File: src/rtl/mult_feeder.sv
// Issue stage for the 8x8 ROM multiplier: operand FIFO, one-at-a-time START/DONE sequencing
// and a valid/ready result register. Optional WAIT timeout enabled by MULFEED_TIMEOUT_EN.
module mult_feeder #(
  parameter int DEPTH   = 4,
  parameter int TIMEOUT = 64
) (
  input  logic                     CLK,
  input  logic                     RST,
  input  logic                     IN_VALID,
  output logic                     IN_READY,
  input  logic [7:0]               IN_A,
  input  logic [7:0]               IN_B,
  output logic                     MUL_START,
  output logic [7:0]               MUL_A,
  output logic [7:0]               MUL_B,
  input  logic                     MUL_DONE,
  input  logic [15:0]              MUL_RES,
  output logic                     OUT_VALID,
  input  logic                     OUT_READY,
  output logic [15:0]              OUT_RES,
  output logic                     OUT_ERR,
  output logic [$clog2(DEPTH):0]   COUNT
);

  localparam int AW = $clog2(DEPTH);
  localparam int CW = AW + 1;

  typedef enum logic [1:0] {
    IDLE  = 2'd0,
    ISSUE = 2'd1,
    WAIT  = 2'd2
  } state_t;

  logic [15:0]   mem_r [DEPTH];
  logic [AW-1:0] wr_ptr_r;
  logic [AW-1:0] rd_ptr_r;
  logic [CW-1:0] count_r;
  state_t        state_r;
  logic [7:0]    mul_a_r;
  logic [7:0]    mul_b_r;
  logic          out_valid_r;
  logic [15:0]   out_res_r;
  logic          out_err_r;

  logic in_ready_s;
  logic push_s;
  logic pop_s;
  logic out_free_s;

`ifdef MULFEED_TIMEOUT_EN
  localparam int TW = (TIMEOUT > 1) ? $clog2(TIMEOUT) : 1;
  logic [TW-1:0] tmo_cnt_r;
`endif

  // Ready depends only on registered occupancy, so a full FIFO never accepts even on a pop edge.
  assign in_ready_s = (count_r < CW'(DEPTH));
  assign push_s     = IN_VALID && in_ready_s;
  assign out_free_s = !out_valid_r || OUT_READY;
  assign pop_s      = (state_r == IDLE) && (count_r != {CW{1'b0}}) && out_free_s;

  assign IN_READY  = in_ready_s;
  assign COUNT     = count_r;
  assign MUL_START = (state_r == ISSUE);
  assign MUL_A     = mul_a_r;
  assign MUL_B     = mul_b_r;
  assign OUT_VALID = out_valid_r;
  assign OUT_RES   = out_res_r;
`ifdef MULFEED_TIMEOUT_EN
  assign OUT_ERR   = out_err_r;
`else
  assign OUT_ERR   = 1'b0;
`endif

  // FIFO storage; contents need no reset because occupancy gates every read.
  always_ff @(posedge CLK) begin
    if (push_s) begin
      mem_r[wr_ptr_r] <= {IN_A, IN_B};
    end
  end

  // FIFO pointers and occupancy.
  always_ff @(posedge CLK) begin
    if (RST) begin
      wr_ptr_r <= {AW{1'b0}};
      rd_ptr_r <= {AW{1'b0}};
      count_r  <= {CW{1'b0}};
    end else begin
      if (push_s) begin
        wr_ptr_r <= wr_ptr_r + AW'(1);
      end else begin
        wr_ptr_r <= wr_ptr_r;
      end
      if (pop_s) begin
        rd_ptr_r <= rd_ptr_r + AW'(1);
      end else begin
        rd_ptr_r <= rd_ptr_r;
      end
      case ({push_s, pop_s})
        2'b10:   count_r <= count_r + CW'(1);
        2'b01:   count_r <= count_r - CW'(1);
        default: count_r <= count_r;
      endcase
    end
  end

  // Issue FSM and result register.
  always_ff @(posedge CLK) begin
    if (RST) begin
      state_r     <= IDLE;
      mul_a_r     <= 8'd0;
      mul_b_r     <= 8'd0;
      out_valid_r <= 1'b0;
      out_res_r   <= 16'd0;
      out_err_r   <= 1'b0;
`ifdef MULFEED_TIMEOUT_EN
      tmo_cnt_r   <= {TW{1'b0}};
`endif
    end else begin
      // A completed handshake frees the register; a capture below may refill it on the same edge.
      if (out_valid_r && OUT_READY) begin
        out_valid_r <= 1'b0;
      end else begin
        out_valid_r <= out_valid_r;
      end
      case (state_r)
        IDLE: begin
          if (pop_s) begin
            mul_a_r <= mem_r[rd_ptr_r][15:8];
            mul_b_r <= mem_r[rd_ptr_r][7:0];
            state_r <= ISSUE;
          end else begin
            state_r <= IDLE;
          end
        end
        ISSUE: begin
          state_r <= WAIT;
`ifdef MULFEED_TIMEOUT_EN
          tmo_cnt_r <= {TW{1'b0}};
`endif
        end
        WAIT: begin
          if (MUL_DONE) begin
            out_res_r   <= MUL_RES;
            out_err_r   <= 1'b0;
            out_valid_r <= 1'b1;
            state_r     <= IDLE;
`ifdef MULFEED_TIMEOUT_EN
          end else if (tmo_cnt_r == TW'(TIMEOUT - 1)) begin
            out_res_r   <= 16'hFFFF;
            out_err_r   <= 1'b1;
            out_valid_r <= 1'b1;
            state_r     <= IDLE;
          end else begin
            tmo_cnt_r   <= tmo_cnt_r + TW'(1);
            state_r     <= WAIT;
          end
`else
          end else begin
            state_r     <= WAIT;
          end
`endif
        end
        default: begin
          state_r <= IDLE;
        end
      endcase
    end
  end

endmodule

File: config.mk
export PLATFORM = sky130hd
export DESIGN_NAME = mult_feeder
export DESIGN_NICKNAME = d
export VERILOG_FILES = /design/src/rtl/mult_feeder.sv
export SDC_FILE = /design/constraint.sdc
export NUM_CORES = 1
export LEC_CHECK = 0
export CAP_MARGIN = 20
export CORE_ASPECT_RATIO = 1.2
export CORE_MARGIN = 3
export CORE_UTILIZATION = 54
export CTS_BUF_LIST = sky130_fd_sc_hd__clkbuf_4
export DETAILED_ROUTE_END_ITERATION = 8
export PLACE_DENSITY = 0.82
export RECOVER_POWER = 50
export SETUP_SLACK_MARGIN = 0.5
export SYNTH_ARGS = -nofsm -noshare
export SYNTH_HDL_FRONTEND = slang
export SYNTH_SLANG_ARGS = --single-unit
File: constraint.sdc
create_clock -name CLK -period 3.9 [get_ports CLK]
set_clock_uncertainty 0.05 [all_clocks]
set_input_delay 1.17 -clock CLK [delete_from_list [all_inputs] [get_ports CLK]]
set_output_delay 1.17 -clock CLK [all_outputs]
set_load 0.01 [all_outputs]
==> results by group, run 1 <==
Clocking
  – CTS tree: yes
  – CTS H-tree lvls: 3
  – Setup bufs post-CTS: 0
  – Post-CTS Hold Fix Bufs: 0
  – Num CTS Buffers: 9
  – Clock-pin slew on the worst setup and hold paths: 150 ps
  – Clock Path Buffers: 2
  – Root Buffer: clkbuf_4
  – CTS Sinks: 106
  – Clock latency on the worst-skew pair: 460 ps
  – # resized after CTS: 0

GRT
  – Total track usage: 18.5%
  – First-pass GRT wire length: 11.9 mm
  – Total grt overflow: 0
  – Pin count of the biggest net entering global routing: 43
  – Antenna violations before repair: 0
  – Vias in the first global route: 2423

Floorplan
  – Row count: 33
  – Initial core utilization: 57.3%
  – Chip height: 101 um
  – Die area: 8520 um2
  – CORE AREA: 7020 um2
  – Die W: 84.8 um
  – Ports: 76

Detailed routing
  – DRC viols: 0
  – Final WL: 7.23 mm
  – Total number of vias: 2343
  – Initial DRC count: 101
  – Routed len/inst: 16.5 um
  – Remaining antenna violation count after routing: 0
  – Vias/cell: 5.34
  – First drt pass iteration count: 4

Setup path
  – CP Launch Type: input pin
  – RR Startpoint: state_r[1]
  – Crit Path Max Fanout: 42
  – WP data required: 4200 ps
  – FF-to-FF End: COUNT[2]
  – Critical path arrival: 3480 ps
  – Register-to-Register Path Depth: 8
  – Worst setup EP type: register
  – Setup slack, reg-to-reg: 1550 ps
  – Kind of critical path: in -> reg

Finish
  – Reg area: 2760 um2
  – # nets final: 390
  – Fillers: 477
  – Layout area overhead: 24.2%
  – Antenna diodes: 0
  – Multi-input logic area: 1150 um2
  – Share of post-route cells with drive strength above 1: 11.6%

Logic synthesis
  – Post-synthesis mux area share: 9.49%
  – Synth cell types: 35
  – Post-synth top flop: edfxtp_1
  – Mapped Avg Cell Area: 14.9 um2
  – Post-synthesis adder-cell area fraction: 2.05%
  – Share of the yosys chip area belonging to registers: 68.7%
  – Main combinational cell family by area after synthesis: simple AND/OR/NAND/NOR gates
  – Synth Register Bits: 106
  – Compound-Gate Fraction of Synth Area: 6.29%
  – Gate Count Post-Synth: 270
  – Synth Area in XOR/XNOR: 0.653%
  – Syn Nets: 313
  – Post-Synth Simple-Gate Area: 9.96%
  – Synth warn: 0
  – Number of flops mapped to enable cells by yosys: 64
  – Post-synthesis async set-or-reset flop share: 0%
  – Syn Std Cell Area: 4020 um2

Timing
  – Unrepaired setup endpoints after global routing: no
  – Period utilization: 81.5%
  – Worst slew margin: -13.8%
  – Hold Violations, Final: 0
  – Final Max Slew Viols: 43
  – Setup ws final: 721 ps
  – Min Tclk post-route: 3180 ps
  – Setup violators final: 0
  – Fin Setup TNS: 0 ps
  – Slew @ Worst Pin: 1710 ps
  – Fmax: 315 MHz

Power and ir drop
  – Cell-internal power: 2110 uW
  – P_leak: 0.00164 uW
  – Comb power frac: 31.0%
  – Net Sw Frac: 30.5%
  – Clk network pwr share: 19.3%
  – Sw power: 925 uW
  – VDD IR-drop max: 0.335 mV
  – Power per cell area: 608 nW/um2
  – Reg power frac: 49.6%

Placed design
  – Post-DP HPWL: 4.70 mm
  – Routability cong.: 0.756
  – Port bufs: 74
  – Pre-CTS WS: 502 ps

Outcome
  – Failing checks: max-capacitance violations, max-slew violations
  – Status: complete, but fails checks

Job
  – Max_cap viols: 1

Min path
  – Hold Path End: OUT_RES[6]
  – Class of the worst hold path: reg -> reg
  – Hold Startpoint: OUT_RES[6]
  – Worst Hold Depth: 2
## area by class of cell
cell class	instances	share of cell area, %
tap	87	2.18
clock buffer	9	1.35
inverter	7	0.526
sequential	106	55.3
timing repair buffer	82	15.8
clock inverter	7	1.85
multi-input combinational	141	23.0
## synthesized netlist by cell type, types with 3 or more instances
library cell	count	share of area, %
nor2b_1	4	0.62
ha_1	5	1.6
inv_1	7	0.65
o2bb2ai_1	16	3.5
nand2b_1	17	2.6
mux4_2	16	9.0
a21oi_1	20	2.5
dfxtp_1	42	21
buf_1	3	0.28
clkbuf_1	6	0.56
edfxtp_1	64	48
and2_1	4	0.62
nand2_1	32	3.0
buf_4	4	0.75
nor2_1	8	0.75
## critical path, stage by stage
cell	delay [ps]
dlygate4sd3_1	610
clkbuf_1	1250
nor2b_1	100
mux2_2	330
## power groups by stage
stage               clock network [uW]  logic, uW  registers (uW)
floorplan                            0        560            1540
global placement                     0        945            1520
detailed placement                   0        969            1530
CTS                                608        973            1510
global route                       656       1030            1530
finish                             588        942            1510
## sequential cells by signal (all words and copies together), names as in the netlist
signal     count
state_r        2
MUL_A          8
MUL_B          8
OUT_RES       16
rd_ptr_r       2
wr_ptr_r       2
mem_r         64
COUNT          3
OUT_VALID      1
## kinds of logic after synthesis
group	after synthesis
AO/OA/AOI/OAI	38
buffers and inverters	23
AND/OR/NAND/NOR	75
adder cells (fa/ha/maj)	6
flip-flops	106
other	1
multiplexers	18
XOR/XNOR	3
## layer usage
metal / share of wire (%) / track usage (%) / vias up / routed length, um
li1: - / - / 1136 / -
met1: 40 / 22.3 / 1125 / 2920
met2: 52 / 31.9 / 72 / 3780
met3: 5.8 / 4.74 / 10 / 416
met4: 1.5 / 7.67 / 0 / 110
met5: 0 / 0 / - / 0
## placed cells by master (no fill, tap or decap), drive strengths merged, types with 5 or more instances in the layout
| cell | count |
|---|---|
| ha | 5 |
| nor2 | 8 |
| a21oi | 20 |
| dfxtp | 42 |
| clkdlybuf4s50 | 57 |
| buf | 5 |
| clkbuf | 12 |
| nand2 | 32 |
| mux4 | 16 |
| edfxtp | 64 |
| dlygate4sd3 | 17 |
| inv | 11 |
| nand2b | 17 |
| o2bb2ai | 16 |
## worst max-delay path by stage
stage	slack, ps	to	start
floorplan	780	COUNT[2]	OUT_READY
global route	540	rd_ptr_r[1]	RST
finish	720	rd_ptr_r[1]	RST
detailed placement	500	COUNT[2]	OUT_READY
global placement	600	COUNT[2]	OUT_READY
CTS	970	COUNT[2]	OUT_READY
## through the flow
step | area, um2 | utilization [%] | total power (uW) | cells | hold slack, ps
floorplan | 4020 | - | 2100 | 270 | 431
global placement | 4850 | 69.0 | 2470 | 423 | 393
detailed placement | 4850 | 69.0 | 2500 | 423 | 397
CTS | 5010 | 71.3 | 3090 | 439 | 417
global route | 4990 | 71.2 | 3230 | 439 | 443
finish | 4990 | 71.2 | 3040 | 439 | 414
Power figures use the tool's default switching activity.
==> inputs of run 2 (changes only) <==
--- a/config.mk
+++ b/config.mk
@@ -8,10 +8,10 @@
 export CAP_MARGIN = 20
 export CORE_ASPECT_RATIO = 1.2
 export CORE_MARGIN = 3
-export CORE_UTILIZATION = 54
+export CORE_UTILIZATION = 48
 export CTS_BUF_LIST = sky130_fd_sc_hd__clkbuf_4
 export DETAILED_ROUTE_END_ITERATION = 8
-export PLACE_DENSITY = 0.82
+export PLACE_DENSITY = 0.77
 export RECOVER_POWER = 50
 export SETUP_SLACK_MARGIN = 0.5
 export SYNTH_ARGS = -nofsm -noshare
==> constraint.sdc (replaced) <==
create_clock -name CLK -period 2.9 [get_ports CLK]
set_clock_uncertainty 0.05 [all_clocks]
set_input_delay 0.87 -clock CLK [delete_from_list [all_inputs] [get_ports CLK]]
set_output_delay 0.87 -clock CLK [all_outputs]
set_load 0.01 [all_outputs]
==> results by group, run 2 (same netlist as run 1, synthesis figures left out) <==
Timing
  – Final Max Slew Viols: 0
  – Min Tclk post-route: 2430 ps
  – Fmax: 411 MHz
  – Period utilization: 83.9%
  – Setup violators final: 0
  – Worst slew margin: 40.8%
  – Unrepaired setup endpoints after global routing: no
  – Slew @ Worst Pin: 889 ps
  – Hold Violations, Final: 0

Power and ir drop
  – VDD IR-drop max: 0.559 mV
  – P_leak: 0.00168 uW
  – Tot Pwr: 4080 uW
  – Power per cell area: 804 nW/um2

Finish
  – Final instance area: 5080 um2
  – Layout area overhead: 26.3%
  – Antenna diodes: 0
  – Biggest register: mem_r
  – Fillers: 614
  – Most common cell after layout, fill and taps aside: edfxtp_1
  – # nets final: 397
  – Max reg flops: 64
  – Share of post-route cells with drive strength above 1: 14.8%
  – Commonest non-fill, non-tap cells in the layout: edfxtp_1 (64), clkdlybuf4s50_1 (54), dfxtp_1 (39)

Clocking
  – Root Buffer: clkbuf_4
  – CTS H-tree lvls: 3
  – Clock latency on the worst-skew pair: 420 ps
  – CTS Sinks: 106
  – CTS tree: yes
  – Clock Path Buffers: 2
  – Num CTS Buffers: 9
  – Clock-pin slew on the worst setup and hold paths: 150 ps

Placed design
  – Routability cong.: 0.708
  – Port bufs: 74
  – Post-DP HPWL: 4.74 mm
  – Placed cell areas: 4960 um2

Detailed routing
  – Initial DRC count: 74
  – Vias/cell: 5.02
  – Final WL: 7.09 mm
  – Total number of vias: 2359
  – First drt pass iteration count: 4
  – Routed len/inst: 15.1 um
  – Remaining antenna violation count after routing: 0
  – DRC viols: 0

Outcome
  – Status: complete, no violations

GRT
  – Total track usage: 15.6%
  – Routing usage on met2: 27.7%
  – GR Util met1: 17.7%
  – Total grt overflow: 0
  – Pin count of the biggest net entering global routing: 43
  – Antenna violations before repair: 0
  – Vias in the first global route: 2354
  – M3 GR Usage: 4.65%
  – First-pass GRT wire length: 11.1 mm
  – Grt peak-use layer: met2

Floorplan
  – Die W: 89.6 um
  – Chip height: 106 um
  – Row count: 35
  – Initial core utilization: 50.7%
  – CORE AREA: 7930 um2
  – Ports: 76
  – Die area: 9520 um2

Setup path
  – Worst setup EP type: register
  – CP Launch Type: input pin
  – Crit Path Max Fanout: 2
  – FF-to-FF End: COUNT[2]
  – Crit path largest cell delay: 520 ps
  – Register-to-Register Path Depth: 8
  – CP max-delay cell: dlygate4sd3_1
  – Setup slack, reg-to-reg: 690 ps
  – RR Startpoint: state_r[1]
  – WP data required: 3200 ps
  – Kind of critical path: in -> reg
  – CP Cell Sequence: dlygate4sd3_1 -> nor2b_1 -> inv_1 -> ha_4 -> inv_2 -> fa_2 -> xor2_1 -> or3_1 -> a21oi_1
  – CP bufs+invs: 3
  – Cell family with most CP delay: buffers and inverters
  – Critical path arrival: 2740 ps

Min path
  – Worst Hold Depth: 2
  – Hold Startpoint: OUT_RES[14]
  – Hold Path End: OUT_RES[14]
  – Class of the worst hold path: reg -> reg

Job
  – Max_cap viols: 0
[run 2: changes by cell type in the layout (fill, tap and decap cells not counted), sizes merged]
cell / previous run / this run
buf: 5 / 10
clkdlybuf4s50: 57 / 54
clkbuf: 12 / 15
dlygate4sd3: 17 / 18
clkinvlp: 0 / 1
dlygate4sd2: 0 / 2
inv: 11 / 9
[run 2: final cells by class]
class / instances / area (um2) / share of cell area, %
Clock buffer: 10 / 75.1 / 1.48
Clock inverter: 6 / 65.1 / 1.28
Inverter: 7 / 26.3 / 0.517
Multi-Input combinational cell: 141 / 1160 / 22.9
Sequential cell: 106 / 2770 / 54.5
Tap cell: 111 / 139 / 2.73
Timing Repair Buffer: 89 / 846 / 16.7
[run 2: power breakdown]
| group | total [uW] | leakage, uW | internal [uW] | switching [uW] |
|---|---|---|---|---|
| sequential | 2020 | 0.000930 | 1880 | 148 |
| clock | 730 | 0.0000772 | 277 | 453 |
| combinational | 1330 | 0.000668 | 728 | 602 |
[run 2: worst reg2reg max path: stages (launching register included)]
cell     delay [ps]
dfxtp_1         370
or2_1           320
nor3_4          270
ha_4            170
inv_2            40
fa_2            340
xor2_1          150
or3_1           310
a21oi_1         130
[run 2: repair_timing]
action,4_1_cts,5_1_grt
gates resized for setup,5,1
setup buffers,1,0
pin swaps,1,0
setup endpoints to repair,5,1
hold buffers,0,0
[run 2: metal layers]
layer  vias to the layer above  part of all wire [%]
li1                       1154                     -
met1                      1138                    40
met2                        63                    53
met3                         4                   6.0
met4                         0                  0.90
met5                         -                     0
[run 2: stage by stage]
stage | hold slack [ps] | utilization [%] | setup slack [ps] | setup TNS, ps | instances
floorplan | 431 | - | 355 | 0 | 270
global placement | 391 | 62.6 | 20.2 | 0 | 453
detailed placement | 397 | 62.6 | -39.0 | -39.0 | 453
CTS | 416 | 64.5 | 544 | 0 | 470
global route | 435 | 64.1 | 409 | 0 | 470
finish | 414 | 64.1 | 466 | 0 | 470
[run 2: how the worst max path moves through the flow]
stage / from / to / depth (start not counted)
global placement: OUT_READY / COUNT[2] / 9
floorplan: OUT_READY / COUNT[2] / 9
global route: IN_VALID / COUNT[2] / 9
CTS: COUNT[2] / COUNT[2] / 1
finish: IN_VALID / COUNT[2] / 9
detailed placement: OUT_READY / COUNT[2] / 9
==> inputs of run 3 (changes only) <==
==> constraint.sdc (replaced) <==
create_clock -name CLK -period 2.2 [get_ports CLK]
set_clock_uncertainty 0.05 [all_clocks]
set_input_delay 0.66 -clock CLK [delete_from_list [all_inputs] [get_ports CLK]]
set_output_delay 0.66 -clock CLK [all_outputs]
set_load 0.01 [all_outputs]
==> results by group, run 3 (same netlist as run 1, synthesis figures left out) <==
Detailed routing
  – Routed len/inst: 15.5 um
  – Final WL: 7.44 mm
  – Remaining antenna violation count after routing: 0
  – DRC viols: 0
  – Initial DRC count: 61
  – First drt pass iteration count: 4
  – Vias/cell: 5.02
  – Total number of vias: 2413

Setup path
  – Crit Path Max Fanout: 2
  – Kind of critical path: in -> reg
  – Critical path arrival: 2370 ps
  – WP data required: 2510 ps
  – CP Launch Type: input pin
  – Worst setup EP type: register

Power and ir drop
  – P_leak: 0.00184 uW
  – VDD IR-drop max: 0.462 mV
  – Tot Pwr: 5490 uW
  – Power per cell area: 1080 nW/um2

Finish
  – Max reg flops: 64
  – Commonest non-fill, non-tap cells in the layout: edfxtp_1 (64), dfxtp_2 (37), buf_2 (34)
  – Core Util, Final: 64.4%
  – Antenna diodes: 0
  – Most common cell after layout, fill and taps aside: edfxtp_1
  – Share of post-route cells with drive strength above 1: 39.7%
  – Layout area overhead: 26.9%
  – Biggest register: mem_r
  – # nets final: 408

Clocking
  – Clock Path Buffers: 2
  – Num CTS Buffers: 9
  – CTS H-tree lvls: 3
  – CTS tree: yes
  – Clock latency on the worst-skew pair: 430 ps
  – Root Buffer: clkbuf_4
  – Clock-pin slew on the worst setup and hold paths: 160 ps
  – CTS Sinks: 106

Floorplan
  – CORE AREA: 7930 um2
  – Initial core utilization: 50.7%
  – Chip height: 106 um
  – Die W: 89.6 um
  – Row count: 35
  – Die area: 9520 um2
  – Ports: 76

Timing
  – Setup ws final: 135 ps
  – Fmax: 484 MHz
  – Setup violators final: 0
  – Final Max Slew Viols: 0
  – Hold Slack: 410 ps
  – Worst slew margin: 35.2%
  – Period utilization: 93.8%
  – Min Tclk post-route: 2060 ps
  – Slew @ Worst Pin: 972 ps
  – Hold Violations, Final: 0
  – Unrepaired setup endpoints after global routing: yes

Placed design
  – Pre-CTS WS: -536 ps
  – Post-DP HPWL: 4.75 mm
  – Routability cong.: 0.700
  – Port bufs: 74

GRT
  – Total grt overflow: 0
  – First-pass GRT wire length: 11.8 mm
  – Antenna violations before repair: 0
  – Vias in the first global route: 2498
  – Pin count of the biggest net entering global routing: 25
  – Total track usage: 16.4%

Outcome
  – Status: complete, no violations

Min path
  – Class of the worst hold path: reg -> reg

Job
  – Max_cap viols: 0
-- run 3: what timing repair did --
| item | in CTS | in global routing |
|---|---|---|
| setup buffers | 11 | 2 |
| hold buffers | 0 | 0 |
| resized for setup | 195 | 6 |
| setup endpoints to repair | 75 | 55 |
| pin swaps | 3 | 3 |
-- run 3: metal layers --
metal	up-vias	wire length, um	global-route usage [%]
met5	-	0	0
met4	0	110	6.28
met3	10	380	3.02
met2	70	3920	29.6
met1	1158	3040	18.8
li1	1175	-	-
-- run 3: final cells by class --
cell class,instances,area [um2]
Inverter,7,26.3
Timing Repair Buffer,100,779
Clock inverter,6,73.8
Clock buffer,10,75.1
Multi-Input combinational cell,141,1200
Tap cell,111,139
Sequential cell,106,2810
Fill cell,600,2820
-- run 3: worst paths after layout --
| path | start | end | slack, ps | cells after the start |
|---|---|---|---|---|
| setup / recovery | IN_VALID | COUNT[2] | 140 | 9 |
| hold / removal | OUT_RES[2] | OUT_RES[2] | 410 | 2 |
| setup reg to reg | state_r[1] | COUNT[2] | 160 | 8 |
| hold reg to reg | OUT_RES[2] | OUT_RES[2] | 410 | 2 |
-- run 3: power breakdown --
part / switching (uW) / total [uW] / internal [uW]
Combinational: 883 / 1810 / 930
Clock: 636 / 1010 / 376
Sequential: 153 / 2660 / 2510
Total: 1670 / 5490 / 3820
-- run 3: worst max-delay path, cell delays in order --
cell and delay, ps:
clkdlybuf4s50_1 400, nor2b_4 130, inv_2 60, ha_4 130
inv_2 40, fa_2 350, xor2_2 160, or3_1 300
a21oi_1 150
-- run 3: metrics by stage --
step                      cell area, um2  cells  TNS, ps
after floorplan                     4070    270     -135
after global placement              4970    452     -820
after detailed placement            4970    452     -948
after CTS                           5090    479        0
after global routing                5100    481        0
final                               5100    481        0
